`src/rtl/spi_pkg.sv`:
```
// Shared definitions for the SPI master sequencer and its environment:
// command opcodes, master FSM states, frame constants and the slave FSM
// state encoding used when reasoning about what the slave sees.
package spi_pkg;

  // Command opcodes carried in the top two bits of every frame.
  typedef enum logic [1:0] {
    OP_WR_ADDR = 2'b00,
    OP_WR_DATA = 2'b01,
    OP_RD_ADDR = 2'b10,
    OP_RD_DATA = 2'b11
  } spi_op_e;

  // Master sequencer states.
  typedef enum logic [2:0] {
    ST_IDLE  = 3'd0,
    ST_SEL   = 3'd1,
    ST_SHIFT = 3'd2,
    ST_TURN  = 3'd3,
    ST_CAPT  = 3'd4,
    ST_GAP   = 3'd5
  } mst_state_e;

  // Frame geometry.
  localparam int unsigned FRAME_BITS = 10;
  localparam int unsigned SEL_CYC    = 2;
  localparam int unsigned RX_BITS    = 8;

  // Slave FSM encoding, so checkers can name the state the slave reaches.
  localparam logic [2:0] SLV_IDLE      = 3'b000;
  localparam logic [2:0] SLV_CHK_CMD   = 3'b001;
  localparam logic [2:0] SLV_WRITE     = 3'b010;
  localparam logic [2:0] SLV_READ_ADD  = 3'b011;
  localparam logic [2:0] SLV_READ_DATA = 3'b100;

  // Down-counter load value for a phase lasting 'cycles' clocks.
  function automatic logic [3:0] cnt_load(input int unsigned cycles);
    return 4'(cycles - 32'd1);
  endfunction

endpackage

```
`src/rtl/spi_master_ctrl.sv`:
```
// SPI master sequencer: takes one 10-bit command per handshake, frames it
// on SS_n/MOSI, and for read-data commands captures the 8-bit MISO reply
// and returns it with a one-cycle response strobe.
module spi_master_ctrl
  import spi_pkg::*;
#(
  parameter int unsigned TA_CYC  = 2,
  parameter int unsigned GAP_CYC = 1
) (
  input  logic       clk,
  input  logic       rst,
  input  logic       cmd_valid,
  output logic       cmd_ready,
  input  logic [1:0] cmd_op,
  input  logic [7:0] cmd_data,
  output logic       rsp_valid,
  output logic [7:0] rsp_data,
  output logic       busy,
  output logic       SS_n,
  output logic       MOSI,
  input  logic       MISO
);

  localparam logic [3:0] SEL_LOAD   = cnt_load(SEL_CYC);
  localparam logic [3:0] SHIFT_LOAD = cnt_load(FRAME_BITS);
  localparam logic [3:0] TA_LOAD    = cnt_load(TA_CYC);
  localparam logic [3:0] CAPT_LOAD  = cnt_load(RX_BITS);
  localparam logic [3:0] GAP_LOAD   = cnt_load(GAP_CYC);

  mst_state_e            state_q, state_d;
  spi_op_e               op_q, op_d;
  logic [3:0]            cnt_q, cnt_d;
  logic [FRAME_BITS-1:0] shreg_q, shreg_d;
  logic [RX_BITS-1:0]    rx_q, rx_d;
  logic [RX_BITS-1:0]    rsp_data_q, rsp_data_d;
  logic                  rsp_valid_q, rsp_valid_d;
  logic                  ss_n_q, ss_n_d;
  logic                  mosi_q, mosi_d;
  logic                  busy_q, busy_d;

  // Handshake ready straight from the state register, forced low in reset.
  assign cmd_ready = (state_q == ST_IDLE) && !rst;

  assign SS_n      = ss_n_q;
  assign MOSI      = mosi_q;
  assign busy      = busy_q;
  assign rsp_valid = rsp_valid_q;
  assign rsp_data  = rsp_data_q;

  // Next-state logic; line outputs are computed for the state being entered
  // so the registered SS_n/MOSI line up with the state they belong to.
  always_comb begin
    state_d     = state_q;
    op_d        = op_q;
    cnt_d       = cnt_q;
    shreg_d     = shreg_q;
    rx_d        = rx_q;
    rsp_valid_d = 1'b0;
    rsp_data_d  = rsp_data_q;
    mosi_d      = 1'b0;

    case (state_q)
      ST_IDLE: begin
        if (cmd_valid) begin
          state_d = ST_SEL;
          cnt_d   = SEL_LOAD;
          shreg_d = {cmd_op, cmd_data};
          op_d    = spi_op_e'(cmd_op);
          mosi_d  = cmd_op[1];
        end else begin
          cnt_d = 4'd0;
        end
      end

      // Select bit is held for both SEL cycles and again as the first
      // SHIFT bit, so the slave's command check samples a stable level.
      ST_SEL: begin
        mosi_d = shreg_q[FRAME_BITS-1];
        if (cnt_q == 4'd0) begin
          state_d = ST_SHIFT;
          cnt_d   = SHIFT_LOAD;
        end else begin
          cnt_d = cnt_q - 4'd1;
        end
      end

      ST_SHIFT: begin
        if (cnt_q == 4'd0) begin
          if (op_q == OP_RD_DATA) begin
            state_d = ST_TURN;
            cnt_d   = TA_LOAD;
          end else begin
            state_d = ST_GAP;
            cnt_d   = GAP_LOAD;
          end
        end else begin
          cnt_d   = cnt_q - 4'd1;
          shreg_d = {shreg_q[FRAME_BITS-2:0], 1'b0};
          mosi_d  = shreg_q[FRAME_BITS-2];
        end
      end

      ST_TURN: begin
        if (cnt_q == 4'd0) begin
          state_d = ST_CAPT;
          cnt_d   = CAPT_LOAD;
        end else begin
          cnt_d = cnt_q - 4'd1;
        end
      end

      ST_CAPT: begin
        rx_d = {rx_q[RX_BITS-2:0], MISO};
        if (cnt_q == 4'd0) begin
          state_d     = ST_GAP;
          cnt_d       = GAP_LOAD;
          rsp_valid_d = 1'b1;
          rsp_data_d  = {rx_q[RX_BITS-2:0], MISO};
        end else begin
          cnt_d = cnt_q - 4'd1;
        end
      end

      ST_GAP: begin
        if (cnt_q == 4'd0) begin
          state_d = ST_IDLE;
        end else begin
          cnt_d = cnt_q - 4'd1;
        end
      end

      default: begin
        state_d = ST_IDLE;
        cnt_d   = 4'd0;
      end
    endcase

    ss_n_d = (state_d == ST_IDLE) || (state_d == ST_GAP);
    busy_d = (state_d != ST_IDLE);
  end

  // State, datapath and registered line outputs; reset raises SS_n at once.
  always_ff @(posedge clk or posedge rst) begin
    if (rst) begin
      state_q     <= ST_IDLE;
      op_q        <= OP_WR_ADDR;
      cnt_q       <= 4'd0;
      shreg_q     <= '0;
      rx_q        <= '0;
      rsp_valid_q <= 1'b0;
      rsp_data_q  <= '0;
      ss_n_q      <= 1'b1;
      mosi_q      <= 1'b0;
      busy_q      <= 1'b0;
    end else begin
      state_q     <= state_d;
      op_q        <= op_d;
      cnt_q       <= cnt_d;
      shreg_q     <= shreg_d;
      rx_q        <= rx_d;
      rsp_valid_q <= rsp_valid_d;
      rsp_data_q  <= rsp_data_d;
      ss_n_q      <= ss_n_d;
      mosi_q      <= mosi_d;
      busy_q      <= busy_d;
    end
  end

endmodule

```
`config.mk`:
```
export PLATFORM = sky130hd
export DESIGN_NAME = spi_master_ctrl
export DESIGN_NICKNAME = d
export VERILOG_FILES = /design/src/rtl/spi_pkg.sv /design/src/rtl/spi_master_ctrl.sv
export SDC_FILE = /design/constraint.sdc
export NUM_CORES = 1
export LEC_CHECK = 0
export CAP_MARGIN = 20
export CELL_PAD_IN_SITES_DETAIL_PLACEMENT = 1
export CELL_PAD_IN_SITES_GLOBAL_PLACEMENT = 1
export CORE_MARGIN = 1
export CORE_UTILIZATION = 30
export DETAILED_ROUTE_END_ITERATION = 16
export GPL_ROUTABILITY_DRIVEN = 0
export PLACE_DENSITY = 0.7
export RECOVER_POWER = 50
export SYNTH_ARGS = -nofsm -noshare
export SYNTH_HDL_FRONTEND = slang
export SYNTH_SLANG_ARGS = --single-unit
```
`constraint.sdc`:
```
create_clock -name clk -period 1.8 [get_ports clk]
set_input_delay 0.27 -clock clk [delete_from_list [all_inputs] [get_ports clk]]
set_output_delay 0.27 -clock clk [all_outputs]
set_load 0.005 [all_outputs]
```
Word-level counts from Yosys, hierarchy flattened
Index checks and enable logic that the tools add are counted.

storage, ports and cells
  latch bits = 0
  memory bits (writable) = 0
  bits in registers = 38
  output and inout bits = 13
  bits in read-only memories = 0
  memories kept = 0

operators by class
  bitwise operators = 0
  add/subtract/negate cells = 1
  shift operators = 0
  multipliers = 0
  reductions and logical operators = 11
  div/mod/pow operators = 0
  equality and inequality tests = 10
  mux-type cells = 24
  order comparisons = 0

operators with widths
  cell                                                                   number
  4-bit one-hot mux with 6 select lines                                  1
  3-bit two-way mux                                                      7
  10-bit two-way mux                                                     2
  4-bit two-way mux                                                      5
  10-bit one-hot mux with 2 select lines                                 1
  3-bit one-hot mux with 6 select lines                                  1
  3-bit equality test, second input constant                             3
  3-bit by 2-bit equality test with 1-bit output, second input constant  2
  3-bit logical NOT                                                      2
  1-bit two-way mux                                                      6
  2-bit != test, second input constant                                   3
  4-bit logical NOT                                                      1
  2-bit AND reduction                                                    2
  4-bit by 1-bit subtractor with 4-bit output, second input constant     1
  3-bit by 1-bit equality test with 1-bit output, second input constant  1
  1-bit one-hot mux with 3 select lines                                  1
  3-bit AND reduction                                                    1
  3-bit nonzero test                                                     1
  2-bit equality test, second input constant                             1
  2-bit nonzero test                                                     1
  1-bit logical AND                                                      1
  1-bit logical NOT                                                      1
  1-bit logical OR                                                       1

Depth between registers and ports, before layout
  word-level depth = 6
  gate-level depth with buffers = 6
  depth with buffers taken out = 5

Worst setup path before layout
Ideal clock, no wire load.

  path kind = reg2reg
  start = register cnt_q[0]
  end = register shreg_q[1]
  data arrival time = 1814 ps
  cell stages (with the launch flop) = 6
  setup slack = -139 ps
  cell sequence = dfrtp_1 > inv_1 > ha_1 > nor3b_2 > a2111oi_4 > mux2_2

on the way
  longest elaborated chain between the ends = 3

ends and longest elaborated chain
  item                                  RTL line                text
  start: declaration                    spi_master_ctrl.sv:32   logic [3:0] cnt_q, cnt_d;
  start signal: assignment              spi_master_ctrl.sv:158  cnt_q <= cnt_d;
  4-bit logical NOT                     spi_master_ctrl.sv:88   if (cnt_q == 4'd0) begin
  2-bit != test (no source line)        --
  3-bit AND reduction (no source line)  --
  end signal: assignment                spi_master_ctrl.sv:159  shreg_q <= shreg_d;
  end: declaration                      spi_master_ctrl.sv:33   logic [FRAME_BITS-1:0] shreg_q, shreg_d;

Every way passes these cells.
A chain may end at the register's enable or synchronous reset.

Final worst setup path
  start = register cnt_q[0]
  end = register shreg_q[6]

The elaborated chain is that of the path after synthesis.

==> run summary <==
====================================================================================
Overall via count from detail_route                                             1351
Timing startpoint of the critical path                                      cnt_q[0]
Worst reg2reg endpoint                                                    shreg_q[6]
Top achievable clock speed                                                 559.2 MHz
Sum of net half-perimeters after detailed placement                         2.994 mm
Die Width                                                                   80.65 µm
Critical path cell sequence                                             inv_2 -> ha_4 -> nor3b_4 -> a2111oi_4 -> buf_6 -> mux2_4
Number of distinct library cells after synthesis                                  41
Number of DRC markers in iteration 0                                              52
Post-synth top flop                                                     sky130_fd_sc_hd__dfrtp_1
Share of synthesized area occupied by flip-flops and latches                  0.5131
Vias in the first global route                                                  1434
Detailed-route wire length                                                  4.141 mm
Die Y-Extent                                                                80.65 µm
Pwr per Cell Area                                                        1482 mW/mm²
DR vias/cell                                                                   4.949
Crit. End Element                                                           register
Setup_tns                                                                       0 ps
Xor/xnor share of the synthesized area                                      0.004720
TritonCTS clock tree                                                            done
Fraction of the mapped netlist area in compound gates                        0.09845
Reported net switching power                                                 1222 µW
Area added between synthesis and finish                                       34.59%
Number of enable flip-flop cells after synthesis                                   0
Synth Warn #                                                                       0
Clock skew                                                                  5.304 ps
Count of buffering cells on the critical path with inverters included              2
Period utilisation layout                                                     0.9934
Dominant combinational cell family by area after synthesis              multiplexers
Reg clk slew, reported paths                                                   80 ps
Worst reg-to-reg setup slack                                                   10 ps
Core area                                                               0.005956 mm²
Clock tree buffer depth                                                            2
Cell type group with the largest total delay on the critical path       compound AO/OA/AOI/OAI gates
Area of the die                                                         0.006504 mm²
Status                                                                  complete, no violations
Worst Hold Class                                                        register to register
I/O Buffers                                                                       26
Final hold violation count                                                         0
Max-slew headroom                                                             0.3973
Worst skew pair latency                                                       290 ps
Number of synthesized register bits                                               38
Residual DRC count                                                                 0
Clock net sink count                                                              38
Setup crit end                                                            shreg_q[6]
Kind of start point of the critical path                                    register
Gate power share                                                               0.438
Critical path class                                                     register to register
Total routing usage reported by global routing                                0.1485
Boundary pin count                                                                27
Global-route wire length before repair                                      7.169 mm
Path depth of the worst reg2reg path                                               6
Count of mapped cells out of synthesis                                           152
Delay contributed by the slowest stage of the critical path                   400 ps
Final Total Pwr                                                              3701 µW
Rows                                                                              28
Remaining global-route overflow                                                    0
Worst endpoint required time                                                 1980 ps
Effective utilization at floorplan                                            0.3116
RSZ-0062 raised after global routing                                             yes
Root buffer selected by CTS                                             sky130_fd_sc_hd__clkbuf_8
Slowest library cell on the worst path                                  sky130_fd_sc_hd__a2111oi_4
P_int                                                                        2478 µW
Worst endpoint data arrival time                                             1970 ps
First-pass DRT Iterations                                                          4
Startpoint of the most critical register-to-register path                   cnt_q[0]
CTS H-tree depth                                                                   2
Layout net count                                                                 213
Relative contribution of the clock network to total power                      0.192
Clock buffer count from CTS                                                        5
Proportion of layout cells with a drive suffix above 1                        0.4040
Most common library cell in the layout ignoring fill and taps           sky130_fd_sc_hd__dfrtp_1
Post-Synth Simple-Gate Area                                                   0.1268
Most frequent cells in the layout                                       sky130_fd_sc_hd__dfrtp_1 (36), sky130_fd_sc_hd__mux2_2 (26), sky130_fd_sc_hd__clkdlybuf4s50_1 (23)
Number of antenna violations at the first check in global routing                  0
Crit path time final                                                         1788 ps
Number of inserted diodes                                                          0
Synth Area per Inst                                                        12.21 µm²
Actual slew at the worst max-slew pin                                       904.1 ps
Share of flip-flops with an asynchronous set or reset                          1.000
Mux share of post-synthesis cell area                                         0.2124
Part of the total power dissipated in sequential elements                      0.370
Combined area of all synthesized cells                                  0.001856 mm²
Max-Cap Viols                                                                      0
Post-DR wirelength/cell                                                     15.17 µm
Number of failing setup endpoints in the final timing report                       0
Post-route ant nets                                                                0
Syn_nets                                                                         168
Max VDD drop                                                                784.3 µV
Leakage component of the power                                           0.001118 µW
Adder-Cell Fraction of Synth Area                                            0.01349
Count of final max-slew check failures                                             0
Logic depth of the worst path, buffers included                                    6
Largest fanout on the critical path                                                6
Switching power share of the total                                            0.3303
Maximum number of pins on one net before global-route repair                      23
====================================================================================
-- power groups by stage --
stage                     clock [µW]  sequential (µW)  combinational, µW
after floorplan                    0             1290               1060
final                            711             1370               1620
after global routing             780             1420               1800
after detailed placement           0             1380               1520
after global placement             0             1360               1470
after CTS                        732             1370               1520
-- stage by stage --
stage / util / setup slack [ps] / std cells / instance area (µm²) / hold slack (ps)
CTS: 0.4116 / 7.929 / 270 / 2451 / 387.1
global route: 0.4193 / -44.64 / 273 / 2497 / 535.0
detailed placement: 0.3922 / -62.08 / 262 / 2336 / 492.6
finish: 0.4193 / 11.84 / 273 / 2497 / 507.5
floorplan: - / -41.35 / 152 / 1882 / 420.5
global placement: 0.3922 / -40.24 / 262 / 2336 / 484.4
-- worst min-delay path by stage --
| stage | start | end | slack (ps) | depth (start not counted) |
|---|---|---|---|---|
| after floorplan | cmd_op[0] | op_q[0] | 420 | 1 |
| after global placement | shreg_q[4] | shreg_q[4] | 480 | 1 |
| after detailed placement | rsp_data[2] | rsp_data[2] | 490 | 1 |
| after CTS | rst | op_q[1] | 390 | 3 |
| after global routing | rsp_data[6] | rsp_data[6] | 530 | 1 |
| final | rsp_data[2] | rsp_data[2] | 510 | 1 |
-- cells in the mapped netlist (3+ instances only) --
cell | count | area (µm²)
sky130_fd_sc_hd__clkbuf_1 | 7 | 26.28
sky130_fd_sc_hd__inv_1 | 6 | 22.52
sky130_fd_sc_hd__dfrtp_1 | 37 | 925.9
sky130_fd_sc_hd__nor3_1 | 3 | 15.01
sky130_fd_sc_hd__a21oi_1 | 5 | 25.02
sky130_fd_sc_hd__nand2_1 | 7 | 26.28
sky130_fd_sc_hd__o21ai_0 | 4 | 20.02
sky130_fd_sc_hd__mux2_2 | 35 | 394.1
sky130_fd_sc_hd__nor2_1 | 6 | 22.52
-- worst register-to-register path: cells and delay by family, from the launching register on --
family	cells	cell delay (ps)
adders and majority gates	1	170
and+or+nand+nor	1	170
muxes	1	310
DFF	1	360
AOI/OAI and AO/OA	1	400
buffers and inverters	2	270
-- final cells by class --
class,instances,area [µm²]
clock buffer,5,68.82
clock inverter,3,40.04
fill,655,3458
inverter,6,22.52
multi-input combinational,99,904.6
sequential,38,953.4
tap,75,93.84
timing repair buffer,47,414.1
-- repair_timing --
item,4_1_cts,5_1_grt
resized for setup,3,9
setup buffers,0,3
hold endpoints to repair,0,0
hold buffers,0,0
setup endpoints to repair,1,7
pin swaps,0,2
-- registers in the layout (all words and copies together), names as in the netlist --
| signal | count |
|---|---|
| shreg_q | 10 |
| cnt_q | 4 |
| state_q | 3 |
| MOSI | 1 |
| rsp_valid | 1 |
| rx_q | 7 |
| op_q | 2 |
| rsp_data | 8 |
| busy | 1 |
| SS_n | 1 |
-- metal layers --
metal,vias to the layer above,global-route usage,part of all wire
li1,641,-,-
met1,681,0.1957,0.48
met2,23,0.2381,0.48
met3,6,0.03068,0.029
met4,0,0.05357,0.011
met5,-,0,0
-- kinds of logic (layout without fill, tap and decap cells) --
group,after synthesis,after routing
AOI/OAI and AO/OA,24,24
xor gates and xnor gates,1,1
adders and majority gates,2,2
buffers and inverters,15,61
DFF,38,38
muxes,35,35
and+or+nand+nor,37,37
Note: power is estimated with default switching activity, not from simulation.
==> RTL change (same flow settings) <==
Re-encode `mst_state_e` (6 states) as one-hot, 6 bits wide.
--- a/src/rtl/spi_pkg.sv
+++ b/src/rtl/spi_pkg.sv
@@ -14,9 +14,9 @@
   // Master sequencer states.
-  typedef enum logic [2:0] {
-    ST_IDLE  = 3'd0,
-    ST_SEL   = 3'd1,
-    ST_SHIFT = 3'd2,
-    ST_TURN  = 3'd3,
-    ST_CAPT  = 3'd4,
-    ST_GAP   = 3'd5
+  typedef enum logic [5:0] {
+    ST_IDLE  = 6'b000001,
+    ST_SEL   = 6'b000010,
+    ST_SHIFT = 6'b000100,
+    ST_TURN  = 6'b001000,
+    ST_CAPT  = 6'b010000,
+    ST_GAP   = 6'b100000
   } mst_state_e;
Check against the original RTL: no difference found for any inputs over 10 cycles, from zero or initial values and one cycle with rst high; not proved beyond that.
==> RTL change against the unedited design <==
The flow now finishes with violations (negative setup slack); sequential cell count up 3; worst setup slack worse by 120 ps; total power up 13%; die area up 9.9%; non-clock buffer count up 27; clock power up 7.0%; routed wire length up 32%; design area up 20%; global-route usage up 0.34 points; count of clock-buffer cells in the layout up 2; first-iteration DRC count down 52%; synthesized area up 10%; critical endpoint is now SS_n$_DFF_PP1_; largest power group unchanged.
==> RTL change: results (changes against the unedited design) <==
| Metric | Value |
|---|---|
| Met3 WL | 102 microns (was 119 microns) |
| Top post-synthesis cells by area | dfrtp_1 (48%), mux2_2 (13%), mux2_4 (5.9%) (was dfrtp_1 (50%), mux2_2 (21%), a2111oi_4 (1.5%)) |
| Status | finished, violations left (was finished clean) |
| Post-Layout Cell Count | 312 (was 273) |
| Cells after DPL | 286 (was 262) |
| Worst-path fanout max | 3 (was 6) |
| First-pass GRT wire length | 8400 microns (was 7170 microns) |
| Lkg Pwr | 1.41 nW (was 1.12 nW) |
| Layout cells sized above 1 | 0.468 (was 0.404) |
| Setup TNS Final | -584 ps (was 0 ps) |
| Dpl hpwl | 3310 microns (was 2990 microns) |
| Placed inst area | 0.00258 sq mm (was 0.00234 sq mm) |
| DR WL met2 | 2990 microns (was 2010 microns) |
| Pin count of the biggest net entering global routing | 42 (was 23) |
| Vias in the first global route | 1667 (was 1434) |
| Sequential-to-total area share from yosys stat | 0.503 (was 0.513) |
| Yosys cell types | 45 (was 41) |
| Fin nets | 250 (was 213) |
| CP Data Arrival Time | 2120 ps (was 1970 ps) |
| Grt met1 use | 0.187 (was 0.196) |
| Syn-to-layout area delta | 46.1% (was 34.6%) |
| Vias per cell | 4.95 (about the same) |
| Detailed Route Iter0 Violations | 25 (was 52) |
| Worst setup margin | -112 ps (was 11.8 ps) |
| Worst path max stage delay | 550 ps (was 400 ps) |
| Grt met3 use | 0.0216 (was 0.0307) |
| Failing checks | negative setup slack |
| Clock skew | 13.2 ps (was 5.30 ps) |
| Hold WS | 508 ps (was 507 ps) |
| Final setup violation count | 18 (was 0) |
| Slew headroom | 0.310 (was 0.397) |
| Synth Instances | 162 (was 152) |
| Fill count | 709 (was 655) |
| WHS Endpoint | rsp_data[7]$_DFFE_PP0P_ (was rsp_data[2]$_DFFE_PP0P_) |
| Tot GR Track Use | 0.152 (was 0.148) |
RTL change: repair_timing:
item | CTS | global route
pin swaps | 8 | 8
cloned | 1 | 0
endpoints found under the setup margin | 20 | 37
resized for setup | 29 | 18
setup buffers | 10 | 7
RTL change: how the worst max path moves through the flow:
stage	end	slack (ps)	cells past startpoint
after global placement	shreg_q[8]$_DFFE_PP0P_	-50	4
final	SS_n$_DFF_PP1_	-110	6
after global routing	SS_n$_DFF_PP1_	-190	8
after detailed placement	shreg_q[7]$_DFFE_PP0P_	-110	4
after floorplan	shreg_q[4]$_DFFE_PP0P_	-7	6
after CTS	SS_n$_DFF_PP1_	-70	6
RTL change: power groups by stage:
stage	Combinational [W]	Clock, W	Sequential (W)
6_report	0.00209	0.000761	0.00133
5_1_grt	0.00222	0.000814	0.00135
4_1_cts	0.00184	0.000780	0.00132
3_5_place_dp	0.00151	0	0.00133
3_3_place_gp	0.00147	0	0.00132
2_1_floorplan	0.000873	0	0.00128
RTL change: cells by family after synthesis:
group	share of synthesized area
adder cells (fa/ha/maj)	0.0122
XOR/XNOR	0.0171
AND/OR/NAND/NOR	0.139
flip-flops	0.503
multiplexers	0.186
buffers and inverters	0.0465
AO/OA/AOI/OAI	0.0961
RTL change: layout make-up:
type / count / area share
sequential: 41 / 0.345
tap: 77 / 0.0323
clock inverter: 1 / 0.0101
timing repair buffer: 74 / 0.230
inverter: 7 / 0.00880
multi-input combinational: 105 / 0.345
clock buffer: 7 / 0.0289
RTL change: worst max-delay path: cells and delay by family (launching register included):
family,cells,cell delay (ps)
and+or+nand+nor,2,770
DFF,1,420
buffers and inverters,2,260
AOI/OAI and AO/OA,2,390
